### config.mk
export PLATFORM = sky130hd
export DESIGN_NAME = window_watchdog
export DESIGN_NICKNAME = d
export VERILOG_FILES = /design/src/rtl/window_watchdog.sv
export SDC_FILE = /design/constraint.sdc
export NUM_CORES = 1
export LEC_CHECK = 0
export CELL_PAD_IN_SITES_DETAIL_PLACEMENT = 1
export CELL_PAD_IN_SITES_GLOBAL_PLACEMENT = 2
export CORE_ASPECT_RATIO = 0.75
export CORE_MARGIN = 4
export CORE_UTILIZATION = 40
export CTS_CLUSTER_DIAMETER = 100
export CTS_CLUSTER_SIZE = 28
export DETAILED_ROUTE_END_ITERATION = 10
export PLACE_DENSITY = 0.9
export REMOVE_ABC_BUFFERS = 1
export SETUP_SLACK_MARGIN = 0.15
export SLEW_MARGIN = 20
export SYNTH_ARGS = -nofsm -noshare
export SYNTH_HDL_FRONTEND = slang
export SYNTH_SLANG_ARGS = --single-unit
### constraint.sdc
create_clock -name clk -period 8.7 [get_ports clk]
set_input_delay 2.175 -clock clk [delete_from_list [all_inputs] [get_ports clk]]
set_output_delay 2.175 -clock clk [all_outputs]
set_load 0.03 [all_outputs]
### src/rtl/window_watchdog.sv
// Windowed watchdog: key-protected configuration registers, a frame counter with
// closed/open service windows, a sticky fault classifier and a reset pulse generator.
module window_watchdog #(
  parameter int              DW          = 8,
  parameter logic [DW-1:0]   UNLOCK_KEY  = DW'(8'hA5),
  parameter logic [DW-1:0]   SERVICE_KEY = DW'(8'h5A),
  parameter logic [DW-1:0]   RST_LEN_DEF = DW'(16)
) (
  input  logic          clk,
  input  logic          rst,
  input  logic          wr,
  input  logic [2:0]    abus,
  input  logic [DW-1:0] dbus,
  output logic          rstout,
  output logic [1:0]    flstat,
  output logic [DW-1:0] failcnt,
  output logic [1:0]    state
);

  typedef enum logic [1:0] {
    S_DISABLED  = 2'b00,
    S_CLOSED    = 2'b01,
    S_OPEN      = 2'b10,
    S_RESET_OUT = 2'b11
  } state_t;

  typedef enum logic [1:0] {
    F_NONE   = 2'b00,
    F_EARLY  = 2'b01,
    F_LATE   = 2'b10,
    F_BADKEY = 2'b11
  } fault_t;

  state_t        state_q, state_n;
  fault_t        fault;
  logic [DW-1:0] closed_len, frame_len, rst_len;
  logic          en, unlk;
  logic [DW-1:0] cnt, cnt_n;
  logic [DW-1:0] rcnt, rcnt_n;

  // Bus decode
  logic          svc, svc_ok, prot_wr, clr;
  logic          timeout, open_reached;
  logic [DW-1:0] frame_lim, rst_load;
  state_t        start_state;

  assign svc     = wr && (abus == 3'd5);
  assign svc_ok  = (dbus == SERVICE_KEY);
  assign prot_wr = wr && unlk && (abus inside {3'd1, 3'd2, 3'd3, 3'd4, 3'd6});
  assign clr     = prot_wr && (abus == 3'd6);

  // Inequalities rather than equality so that shrinking a length mid-frame
  // cannot let the counter run past the limit and wrap.
  assign frame_lim    = (frame_len == '0) ? '0 : frame_len - 1'b1;
  assign timeout      = (cnt >= frame_lim);
  assign open_reached = (closed_len == '0) || (cnt >= closed_len - 1'b1);
  assign start_state  = (closed_len == '0) ? S_OPEN : S_CLOSED;
  assign rst_load     = (rst_len == '0) ? '0 : rst_len - 1'b1;

  // Register file and unlock latch
  always_ff @(posedge clk or posedge rst) begin
    if (rst) begin
      closed_len <= '0;
      frame_len  <= '1;
      rst_len    <= RST_LEN_DEF;
      en         <= 1'b0;
      unlk       <= 1'b0;
    end else if (wr) begin
      // NOTE: sequential state uses non-blocking assignments so every register
      // samples pre-edge values regardless of statement order.
      unlk <= (abus == 3'd0) && (dbus == UNLOCK_KEY);
      if (prot_wr) begin
        case (abus)
          3'd1:    closed_len <= dbus;
          3'd2:    frame_len  <= dbus;
          3'd3:    rst_len    <= dbus;
          3'd4:    en         <= dbus[0];
          default: ;
        endcase
      end
    end
  end

  always_comb begin
    // NOTE: every combinational output gets a default first so no path can
    // leave it unassigned and infer a latch.
    state_n = state_q;
    cnt_n   = cnt;
    rcnt_n  = rcnt;
    fault   = F_NONE;
    case (state_q)
      S_DISABLED: begin
        cnt_n = '0;
        if (en) state_n = start_state;
      end
      S_CLOSED: begin
        if (!en) begin
          state_n = S_DISABLED;
          cnt_n   = '0;
        end else if (svc) begin
          fault = svc_ok ? F_EARLY : F_BADKEY;
        end else if (timeout) begin
          fault = F_LATE;
        end else begin
          cnt_n = cnt + 1'b1;
          if (open_reached) state_n = S_OPEN;
        end
      end
      S_OPEN: begin
        if (!en) begin
          state_n = S_DISABLED;
          cnt_n   = '0;
        end else if (svc) begin
          if (svc_ok) begin
            state_n = start_state;
            cnt_n   = '0;
          end else begin
            fault = F_BADKEY;
          end
        end else if (timeout) begin
          fault = F_LATE;
        end else begin
          cnt_n = cnt + 1'b1;
        end
      end
      S_RESET_OUT: begin
        cnt_n = '0;
        if (rcnt == '0) state_n = en ? start_state : S_DISABLED;
        else            rcnt_n  = rcnt - 1'b1;
      end
      default: state_n = S_DISABLED;
    endcase
    if (fault != F_NONE) begin
      state_n = S_RESET_OUT;
      cnt_n   = '0;
      rcnt_n  = rst_load;
    end
  end

  always_ff @(posedge clk or posedge rst) begin
    if (rst) begin
      state_q <= S_DISABLED;
      cnt     <= '0;
      rcnt    <= '0;
      rstout  <= 1'b0;
    end else begin
      state_q <= state_n;
      cnt     <= cnt_n;
      rcnt    <= rcnt_n;
      rstout  <= (state_n == S_RESET_OUT);
    end
  end

  // First fault code is sticky; a fault coinciding with CLR replaces the cleared state.
  always_ff @(posedge clk or posedge rst) begin
    if (rst) begin
      flstat  <= F_NONE;
      failcnt <= '0;
    end else if (fault != F_NONE) begin
      if (clr || flstat == F_NONE) flstat <= fault;
      if (clr)            failcnt <= DW'(1);
      else if (!(&failcnt)) failcnt <= failcnt + 1'b1;
    end else if (clr) begin
      flstat  <= F_NONE;
      failcnt <= '0;
    end
  end

  assign state = state_q;

endmodule
# Yosys cells after proc, flatten, opt, wreduce, memory -nomap -nowiden
# Index checks and enable logic that the tools add are counted.
word_totals:
  wordCells: 105
  reg_bits: 55
  in_bits: 14
  out_inout_bits: 13
op_classes:
  n_reduce_logical: 28
  n_mux: 41
  n_addsub: 6
  magnitude_cmp: 2
  eq_ne: 17
op_table:
  columns: ["op", "n"]
  rows:
  - ["8-bit two-way mux", 16]
  - ["2-bit two-way mux", 22]
  - ["8-bit logical NOT", 4]
  - ["8-bit by 1-bit subtractor with 8-bit output, second input constant", 4]
  - ["8-bit one-hot mux with 3 select lines", 1]
  - ["8-bit by 1-bit adder with 8-bit output, second input constant", 2]
  - ["8-bit greater-or-equal comparator", 2]
  - ["3-bit AND reduction", 4]
  - ["3-bit == test, second input constant", 3]
  - ["8-bit by 7-bit == test with 1-bit output, second input constant", 1]
  - ["8-bit == test, second input constant", 1]
  - ["2-bit one-hot mux with 4 select lines", 1]
  - ["2-bit AND reduction", 4]
  - ["8-bit AND reduction", 1]
  - ["2-bit == test, second input constant", 3]
  - ["3-bit by 2-bit == test with 1-bit output, second input constant", 2]
  - ["2-bit nonzero test", 3]
  - ["1-bit logical AND", 5]
  - ["5-bit inequality test, second input constant", 1]
  - ["5-bit nonzero test", 1]
  - ["2-bit logical NOT", 2]
  - ["2-bit by 1-bit inequality test with 1-bit output, second input constant", 2]
  - ["4-bit inequality test, second input constant", 1]
  - ["2-bit one-hot mux with 2 select lines", 1]
  - ["other kinds (6)", 7]

# Depth between registers and ports, before layout
# Gate-level depths: netlist (run 1).
depth:
  word_depth: 10
  depth_mapped: 15
  depth_no_buf: 13

# Worst setup path before layout (run 1)
# Ideal clock, no wire load.
synth_path:
  path_type: "input to register"
  startpoint: "in abus[1]"
  endpoint: "reg failcnt[7]"
  path_buffers: 3
  path_slack_ns: 4.857
  required_ns: 8.565
  cell_stages: 9
  arrival_ns: 3.707
  cell_sequence: "clkbuf_1 -> and4b_1 -> nand3_1 -> o21ai_0 -> a21o_1 -> buf_2 -> buf_2 -> o41ai_1 -> a21oi_1"
synth_between:
  elab_chain_cells: 8
  elab_cells_between_ends: 21
synth_rtl:
  columns: ["element", "line", "rtl"]
  rows:
  - ["start, declared", "12", "input logic [2:0] abus,"]
  - ["3-bit == test", "47", "assign svc = wr && (abus == 3'd5);"]
  - ["1-bit logical AND", "47", null]
  - ["2-bit two-way mux, on equally long branches", "113, 100", null]
  - ["2-bit two-way mux, on equally long branches", "110, 97", null]
  - ["2-bit one-hot mux with 2 select lines", "91", "case (state_q)"]
  - ["2-bit nonzero test", "159", "end else if (fault != F_NONE) begin"]
  - ["2-bit nonzero test (no source line)", null, null]
  - ["2-bit AND reduction (no source line)", null, null]
  - ["end signal, assigned", "162", "else if (!(&failcnt)) failcnt <= failcnt + 1'b1;"]
  - ["end, declared", "16", "output logic [DW-1:0] failcnt,"]
# Several ways; a longest one is shown, not always the timed one.
# A chain may end at the register's enable or synchronous reset.

# Worst setup path in the final report (run 1)
layout_path:
  startpoint: "in dbus[4]"
  endpoint: "reg failcnt[0]"
layout_between:
  elab_chain_cells: 8
  elab_cells_between_ends: 12
layout_rtl:
  columns: ["element", "line", "rtl"]
  rows:
  - ["start, declared", "13", "input logic [DW-1:0] dbus,"]
  - ["8-bit by 7-bit == test with 1-bit output *", "48", "assign svc_ok = (dbus == SERVICE_KEY);"]
  - ["2-bit two-way mux, on equally long branches", "114, 101", null]
  - ["2-bit two-way mux, on equally long branches", "113, 100", null]
  - ["2-bit two-way mux, on equally long branches", "110, 97", null]
  - ["2-bit one-hot mux with 2 select lines *", "91", null]
  - ["2-bit nonzero test *", "159", null]
  - ["2-bit nonzero test (no source line)", null, null]
  - ["2-bit AND reduction (no source line)", null, null]
# Mark *: on every way between the ends. The rest lies on a longest branch, timed or not.

==> run_results.csv, run 1 <==
group,metric,value,unit
layout,drive_gt1_frac,0.1215,
worst_hold_path,worstHoldPathType,"flip-flop to flip-flop",
sta,tightest_slew,837.7,ps
power,power_density,144.1,nW/um2
floorplanning,fp.dieW,116.2,um
power,ir_worst_vdd,90.19,uV
critical_path,arrival,4960,ps
yosys,synthTopCellsByArea,"dfrtp_1, ha_1, dfstp_2",
yosys,synthFlopType,"dfrtp_1",
critical_path,cp-end-kind,"flip-flop",
clock_network,ctsHoldBuffers,0,
yosys,synth_cells,365,
yosys,netlist_area,3510,um2
sta,max_freq,211.3,MHz
critical_path,criticalPathCategory,"input pin to flip-flop",
sta,slew_viol_final,0,
layout,final_cells,503,
critical_path,cp_max_fo,28,
critical_path,rr_worst_depth,13,
global_route,grt_max_degree,56,
placement,dp.cells,495,
critical_path,reg2reg_slack,4700,ps
placement,gp_congestion,0.8079,
critical_path,crit_end,"failcnt[0]",
sta,tns,0,ps
yosys,seq_area_frac_synth,0.3954,
layout,nFillCells,1005,
placement,post-dp-hpwl,6792,um
yosys,synth-edff-count,0,
outcome,outcome,"finished, final reports clean",
yosys,ys_top_cells_by_count,"dfrtp_1, nand2_1, ha_1",
clock_network,cts_tree,"done",
sta,finClkSkew,4.650,ps
clock_network,numCtsBuffers,5,
placement,io_buffer_count,26,
yosys,ys_warn_count,0,
placement,pre_cts_ws,3646,ps
floorplanning,floorplan.initialDensity,0.4134,
route,drtIter0Drc,189,
floorplanning,die_h,89.12,um
floorplanning,rows,29,
global_route,globalRouteTotalUtil,0.1918,
layout,final_cell_area,4064,um2
global_route,grt_pass1_vias,2890,
sta,fin_ws,3968,ps
critical_path,critPathLaunch,"dbus[4]",
route,wl,9123,um
sta,setup_violations,0,
yosys,synth_top_cell_area_share,0.3280,
floorplanning,coreArea,8491,um2
critical_path,max_stage_delay,670,ps
clock_network,cts_resized,0,
critical_path,start_kind,"input pin",
route,wl_per_cell,18.14,um
flow_run,maxCapViolCount,0,
floorplanning,die-area,10350,um2
layout,final_nets,434,
clock_network,cts.sinks,55,
sta,rsz0062_at_grt,"false",
route,drt_drc_violations_left,0,
global_route,overflow,0,
sta,period_minus_slack,4732,ps
clock_network,clk_latency,300,ps
yosys,synth_most_common_cell,"dfrtp_1",
layout,area_growth,15.79,%
route,ant_nets,0,
critical_path,critPathRequiredTime,8930,ps
critical_path,cpMostUsedCell,"o21ai_0",
sta,finalHoldViolations,0,
yosys,async_flop_share,1.000,
critical_path,critPathSlowestCell,"a21o_1",
route,dr.pass1.iters,4,
yosys,ys_ff_latch,55,
yosys,synth_area_leader_cell,"dfrtp_1",
route,via_count,2877,
critical_path,reg2reg_from,"frame_len[0]",
critical_path,path_cells,"clkdlybuf4s50_1, nor4bb_1, nand3_1, o21ai_0, a21o_1, o21ai_0, a31oi_1",
floorplanning,boundaryPins,27,
clock_network,htree_levels,2,
clock_network,root_buffer,"clkbuf_16",
critical_path,r2r_end,"failcnt[0]",
placement,postPlaceCellArea,3894,um2
layout,diodes,0,
sta,relSlewSlack,0.4416,
route,viasPerCell,5.720,
global_route,antenna_found_initial,0,
clock_network,path_clk_slew,80,ps
clock_network,clockBufferDepth,2,
global_route,grt_pass1_wl,15410,um
clock_network,cts_setup_buffers,0,
yosys,syn_area_per_cell,9.615,um2
sta,whs,519.5,ps
power,power.leakage,1.742,nW
yosys,synth_cell_types,52,
sta,period_share,0.5439,
[power by group]
group          switching [mW]  internal [mW]
clock                   0.106          0.128
combinational          0.0481         0.0319
sequential            0.00836          0.263
[per-layer routing]
metal  track usage  wire length, um  share of wire  up-vias
met5             0                0              0        -
met4       0.04215               95          0.010        0
met3       0.03112              289          0.032       10
met2        0.2919             3985           0.44       48
met1        0.2876             4753           0.52     1420
li1              -                -              -     1399
[state kept, by name, indices dropped and copies added, names as in the netlist]
name and cells:
rstout 1, state 2, cnt 8, failcnt 8, closed_len 8, flstat 2
rst_len 8, rcnt 8, unlk 1, en 1, frame_len 8
[how the worst min path moves through the flow]
stage                      start  slack, ps      endpoint  cells past startpoint
global placement       flstat[1]        490     flstat[1]                      2
finish              frame_len[1]        520  frame_len[1]                      2
CTS                 frame_len[1]        520  frame_len[1]                      2
floorplan           frame_len[1]        490  frame_len[1]                      2
global route        frame_len[1]        570  frame_len[1]                      2
detailed placement     flstat[0]        510     flstat[0]                      2
[placed cells by master (no fill, tap or decap), types with 6 or more instances in the layout]
master            n
nor2_1           25
dfstp_2           9
o21ai_0          18
nand2_1          34
o31ai_1           7
a21oi_1          14
dfrtp_1          46
mux2_2           21
clkdlybuf4s50_1  26
inv_1            16
nand3_1          17
xor2_1           14
nor3_1           17
ha_1             26
clkbuf_16         6
xnor2_1          12
[kinds of logic (layout without fill, tap and decap cells)]
kind of cell	count (synthesis)	count (layout)	synth area share
adders and majority gates	26	26	0.09269
muxes	25	25	0.07879
AOI/OAI and AO/OA	65	65	0.1226
buffers and inverters	23	53	0.02567
xor gates and xnor gates	26	26	0.06488
DFF	55	55	0.3954
and+or+nand+nor	145	145	0.2200
[through the flow]
step / power (mW) / util
after floorplan: 0.3236 / -
after global placement: 0.3527 / 0.4586
after detailed placement: 0.3567 / 0.4586
after CTS: 0.5921 / 0.4786
after global routing: 0.6113 / 0.4786
final: 0.5855 / 0.4786
[final cells by class]
cell class	instances	area, um2	area share
flip-flops and latches	55	1388	0.3414
clock inverters	2	20.02	0.004926
multi-input cells	287	2032	0.5000
inverters	17	63.81	0.01570
clock buffers	6	150.1	0.03695
repair buffers	28	275.3	0.06773
well taps	108	135.1	0.03325
[worst max-delay path, delay by kind of cell]
kind | cells | cell delay, ps
AND/OR/NAND/NOR | 2 | 880
buffers and inverters | 1 | 550
AO/OA/AOI/OAI | 4 | 1350
Power figures use the tool's default switching activity.
==> inputs of run 2 (changes only) <==
--- a/config.mk
+++ b/config.mk
@@ -9,11 +9,11 @@
 export CELL_PAD_IN_SITES_GLOBAL_PLACEMENT = 2
 export CORE_ASPECT_RATIO = 0.75
 export CORE_MARGIN = 4
-export CORE_UTILIZATION = 40
+export CORE_UTILIZATION = 38
 export CTS_CLUSTER_DIAMETER = 100
 export CTS_CLUSTER_SIZE = 28
 export DETAILED_ROUTE_END_ITERATION = 10
-export PLACE_DENSITY = 0.9
+export PLACE_DENSITY = 0.87
 export REMOVE_ABC_BUFFERS = 1
 export SETUP_SLACK_MARGIN = 0.15
 export SLEW_MARGIN = 20
==> constraint.sdc (replaced) <==
create_clock -name clk -period 4.6 [get_ports clk]
set_input_delay 1.15 -clock clk [delete_from_list [all_inputs] [get_ports clk]]
set_output_delay 1.15 -clock clk [all_outputs]
set_load 0.03 [all_outputs]
==> run_results.csv, run 2 (synthesis gave the netlist of run 1 again) <==
group,metric,value,unit
outcome,outcome,"finished, final reports clean",
layout,final_nets,435,
sta,rsz0062_at_grt,"false",
placement,post-dp-hpwl,6975,um
critical_path,criticalPathCategory,"flip-flop to flip-flop",
floorplanning,die_h,91.23,um
power,power.leakage,1.738,nW
layout,nFillCells,1055,
floorplanning,die-area,10850,um2
route,wl,8985,um
clock_network,path_clk_slew,80,ps
placement,io_buffer_count,26,
floorplanning,coreArea,9009,um2
critical_path,max_stage_delay,680,ps
layout,diodes,0,
critical_path,rr_worst_depth,13,
sta,period_minus_slack,3836,ps
sta,finClkSkew,11.53,ps
global_route,overflow,0,
clock_network,clockBufferDepth,2,
sta,tns,0,ps
sta,relSlewSlack,0.4757,
floorplanning,floorplan.initialDensity,0.3896,
critical_path,reg2reg_slack,760,ps
route,viasPerCell,5.732,
sta,period_share,0.8340,
route,top_layer,"met4",
critical_path,critPathRequiredTime,4820,ps
power,power_density,262.2,nW/um2
sta,tightest_slew,785.3,ps
clock_network,htree_levels,2,
route,met2_length,4001,um
critical_path,crit_end,"failcnt[0]",
critical_path,path_cells,"inv_1, ha_1, nor2b_1, nand3b_1, or3_1, nand2_1, ha_1, and3_1, a221oi_1, o21a_1, a21o_1, o21ai_0, a31oi_1",
floorplanning,fp.dieW,119.0,um
route,ant_nets,0,
clock_network,cts_setup_buffers,0,
route,drt_drc_violations_left,0,
layout,drive_gt1_frac,0.1237,
floorplanning,rows,30,
sta,max_freq,260.7,MHz
clock_network,numCtsBuffers,5,
clock_network,cts.sinks,55,
sta,whs,535.5,ps
layout,final_common_cell,"dfrtp_1",
placement,gp_congestion,0.7801,
critical_path,r2r_end,"failcnt[0]",
worst_hold_path,hold_depth,2,
global_route,globalRouteTotalUtil,0.1731,
worst_hold_path,worstHoldPathType,"flip-flop to flip-flop",
critical_path,critPathLaunch,"frame_len[0]",
critical_path,cp_top_family,"compound AO/OA/AOI/OAI gates",
global_route,grt_max_degree,38,
critical_path,cp-end-kind,"flip-flop",
global_route,grt_pass1_wl,15320,um
critical_path,critical_path_depth,13,
sta,finalHoldViolations,0,
route,wl_per_cell,17.69,um
sta,setup_violations,0,
layout,layout_common_cells,"dfrtp_1, nand2_1, ha_1, clkdlybuf4s50_1, nor2_1",
critical_path,cp_max_fo,26,
layout,regArea,1388,um2
clock_network,root_buffer,"clkbuf_16",
layout,multi_input_area,2032,um2
critical_path,cpMostUsedCell,"ha_1",
clock_network,ctsHoldBuffers,0,
power,ir_worst_vdd,168.2,uV
route,dr.pass1.iters,4,
critical_path,reg2reg_from,"frame_len[0]",
critical_path,crit_buf_inv,1,
route,drtIter0Drc,103,
clock_network,clk_latency,300,ps
route,via_count,2912,
floorplanning,boundaryPins,27,
layout,area_growth,15.83,%
route,wl_met1,4536,um
global_route,grt_pass1_vias,2959,
route,wl_met3,366,um
critical_path,arrival,4060,ps
critical_path,start_kind,"flip-flop",
global_route,antenna_found_initial,0,
clock_network,cts_resized,0,
critical_path,critPathSlowestCell,"a21o_1",
flow_run,maxCapViolCount,0,
clock_network,cts_tree,"done",
sta,slew_viol_final,0,
## run 2: how the worst min path moves through the flow
stage / from / endpoint / slack, ps
2_1_floorplan: frame_len[1] / frame_len[1] / 490
3_3_place_gp: frame_len[1] / frame_len[1] / 510
3_5_place_dp: frame_len[1] / frame_len[1] / 520
4_1_cts: frame_len[1] / frame_len[1] / 530
5_1_grt: flstat[0] / flstat[0] / 570
6_report: frame_len[1] / frame_len[1] / 540
## run 2: layout make-up
cell class	count	area share
clock inverters	3	0.008310
flip-flops and latches	55	0.3413
clock buffers	5	0.03078
repair buffers	29	0.06956
well taps	112	0.03447
multi-input cells	287	0.4998
inverters	17	0.01570
## run 2: through the flow
stage / power, mW / instance area [um2] / setup WS [ps] / cells / utilization
6_report: 1.066 / 4065 / 763.6 / 508 / 0.4513
5_1_grt: 1.121 / 4065 / 375.3 / 508 / 0.4513
4_1_cts: 1.077 / 4065 / 726.1 / 508 / 0.4513
3_5_place_dp: 0.6758 / 3906 / 746.1 / 500 / 0.4336
3_3_place_gp: 0.6690 / 3906 / 835.9 / 500 / 0.4336
2_1_floorplan: 0.6120 / 3483 / 1334 / 359 / -
## run 2: metal layers
| metal | vias to the layer above | track usage |
|---|---|---|
| li1 | 1400 | - |
| met4 | 0 | 0.03086 |
| met2 | 61 | 0.2690 |
| met1 | 1443 | 0.2548 |
| met3 | 8 | 0.03051 |
| met5 | - | 0 |
## run 2: worst register-to-register path, stage by stage (launching register included)
cell and delay, ps:
dfstp_2 380, inv_1 80, ha_1 170, nor2b_1 240
nand3b_1 170, or3_1 410, nand2_1 110, ha_1 220
and3_1 200, a221oi_1 350, o21a_1 340, a21o_1 680
o21ai_0 210, a31oi_1 180
## run 2: report_power, final
part           total [mW]  internal (mW)  switching, mW
Sequential          0.515          0.497         0.0178
Clock               0.400          0.210          0.190
Combinational       0.151         0.0601         0.0912
Total                1.07          0.767          0.299
==> inputs of run 3 (changes only) <==
--- a/config.mk
+++ b/config.mk
@@ -9,11 +9,11 @@
 export CELL_PAD_IN_SITES_GLOBAL_PLACEMENT = 2
 export CORE_ASPECT_RATIO = 0.75
 export CORE_MARGIN = 4
-export CORE_UTILIZATION = 38
+export CORE_UTILIZATION = 34
 export CTS_CLUSTER_DIAMETER = 100
 export CTS_CLUSTER_SIZE = 28
 export DETAILED_ROUTE_END_ITERATION = 10
-export PLACE_DENSITY = 0.87
+export PLACE_DENSITY = 0.82
 export REMOVE_ABC_BUFFERS = 1
 export SETUP_SLACK_MARGIN = 0.15
 export SLEW_MARGIN = 20
==> constraint.sdc (replaced) <==
create_clock -name clk -period 3.4 [get_ports clk]
set_input_delay 0.85 -clock clk [delete_from_list [all_inputs] [get_ports clk]]
set_output_delay 0.85 -clock clk [all_outputs]
set_load 0.03 [all_outputs]
==> run_results.csv, run 3 (synthesis gave the netlist of run 1 again) <==
group,metric,value,unit
outcome,outcome,"finished, final reports clean",
critical_path,path_cells,"inv_2, ha_4, nor2b_4, nand3b_1, or3_4, buf_6, nand2_4, ha_4, and3_4, a221oi_2, o21a_1, buf_6, a21oi_4, o31a_1, a21oi_1",
sta,tightest_slew,708.1,ps
floorplanning,fp.dieW,125.3,um
global_route,grt_pass1_wl,16730,um
critical_path,cp_max_fo,8,
route,dr.pass1.iters,4,
placement,io_buffer_count,26,
layout,final_nets,463,
critical_path,cp-end-kind,"flip-flop",
clock_network,root_buffer,"clkbuf_16",
floorplanning,die_h,95.99,um
sta,finClkSkew,6.522,ps
global_route,grt_max_degree,30,
placement,pre_cts_ws,23.67,ps
clock_network,cts.sinks,55,
clock_network,clk_latency,300,ps
critical_path,criticalPathCategory,"flip-flop to flip-flop",
route,ant_nets,0,
route,via_count,3010,
global_route,antenna_found_initial,0,
critical_path,max_stage_delay,450,ps
route,drtIter0Drc,138,
clock_network,cts_tree,"done",
layout,layout_common_cells,"dfrtp_1, nand2_1, clkdlybuf4s50_1",
placement,postPlaceCellArea,4091,um2
route,wl_per_cell,18.01,um
layout,final_cell_area,4564,um2
route,wl,10020,um
worst_hold_path,worstHoldPathType,"flip-flop to flip-flop",
sta,relSlewSlack,0.5262,
floorplanning,floorplan.initialDensity,0.3562,
sta,max_freq,309.7,MHz
layout,final_common_cell,"dfrtp_1",
floorplanning,die-area,12030,um2
clock_network,clockBufferDepth,2,
power,power_density,318.1,nW/um2
global_route,globalRouteTotalUtil,0.1745,
clock_network,numCtsBuffers,5,
critical_path,critPathRequiredTime,3620,ps
global_route,grt_pass1_vias,3133,
sta,rsz0062_at_grt,"true",
power,power.leakage,1.934,nW
global_route,overflow,0,
critical_path,start_kind,"flip-flop",
critical_path,arrival,3450,ps
power,ir_worst_vdd,199.3,uV
sta,slew_viol_final,0,
layout,drive_gt1_frac,0.2476,
layout,fin_util,0.4633,
sta,tns,0,ps
floorplanning,rows,31,
placement,gp_congestion,0.8154,
sta,fin_ws,170.6,ps
sta,setup_violations,0,
floorplanning,boundaryPins,27,
critical_path,critPathSlowestCell,"or3_4",
floorplanning,coreArea,9852,um2
sta,period_share,0.9498,
critical_path,cp_top_family,"compound AO/OA/AOI/OAI gates",
layout,diodes,0,
flow_run,maxCapViolCount,0,
clock_network,path_clk_slew,70,ps
sta,finalHoldViolations,0,
clock_network,htree_levels,2,
layout,area_growth,30.05,%
critical_path,crit_buf_inv,3,
route,drt_drc_violations_left,0,
sta,period_minus_slack,3229,ps
route,viasPerCell,5.414,
placement,post-dp-hpwl,7442,um
run 3: path summary, 6_finish.rpt:
path	from	endpoint	slack, ps	depth (start not counted)
min reg2reg	flstat[1]	flstat[1]	530	2
max in group asynchronous	rst	cnt[7]	1850	3
min in group asynchronous	rst	failcnt[6]	950	2
min	flstat[1]	flstat[1]	530	2
max reg2reg	frame_len[1]	cnt[7]	170	15
max	frame_len[1]	cnt[7]	170	15
run 3: worst reg2reg max path: cells and delay by family (launching register included):
family / cells / cell delay, ps
and+or+nand+nor: 5 / 940
DFF: 1 / 380
adders and majority gates: 2 / 310
AOI/OAI and AO/OA: 5 / 1160
buffers and inverters: 3 / 350
run 3: what timing repair did:
item	CTS	global route
resized for setup	19	23
cloned	1	1
setup endpoints to repair	22	15
hold buffers	0	0
pin swaps	14	21
setup buffers	2	6
run 3: through the flow:
step | cells | hold slack [ps] | power, mW
floorplan | 359 | 486.9 | 0.8279
global placement | 538 | 508.9 | 0.9138
detailed placement | 538 | 519.2 | 0.9219
CTS | 549 | 537.8 | 1.457
global route | 556 | 584.0 | 1.528
finish | 556 | 530.6 | 1.452
run 3: final cells by class:
| type | count | area, um2 |
|---|---|---|
| Timing Repair Buffer | 57 | 563.0 |
| Multi-Input combinational cell | 287 | 2238 |
| Inverter | 17 | 63.81 |
| Fill cell | 1132 | 5288 |
| Clock buffer | 6 | 128.9 |
| Clock inverter | 2 | 17.52 |
| Sequential cell | 55 | 1388 |
| Tap cell | 132 | 165.2 |
run 3: power by group:
part / leakage (nW) / switching (mW) / total (mW) / internal [mW]
sequential: 0.698 / 0.0231 / 0.696 / 0.673
combinational: 1.17 / 0.128 / 0.230 / 0.101
clock: 0.0710 / 0.250 / 0.526 / 0.277
run 3: metal layers:
metal / track usage / part of all wire / up-vias
li1: - / - / 1462
met1: 0.2551 / 0.53 / 1502
met2: 0.2621 / 0.44 / 39
met3: 0.02773 / 0.023 / 7
met4: 0.06137 / 0.013 / 0
met5: 0 / 0 / -
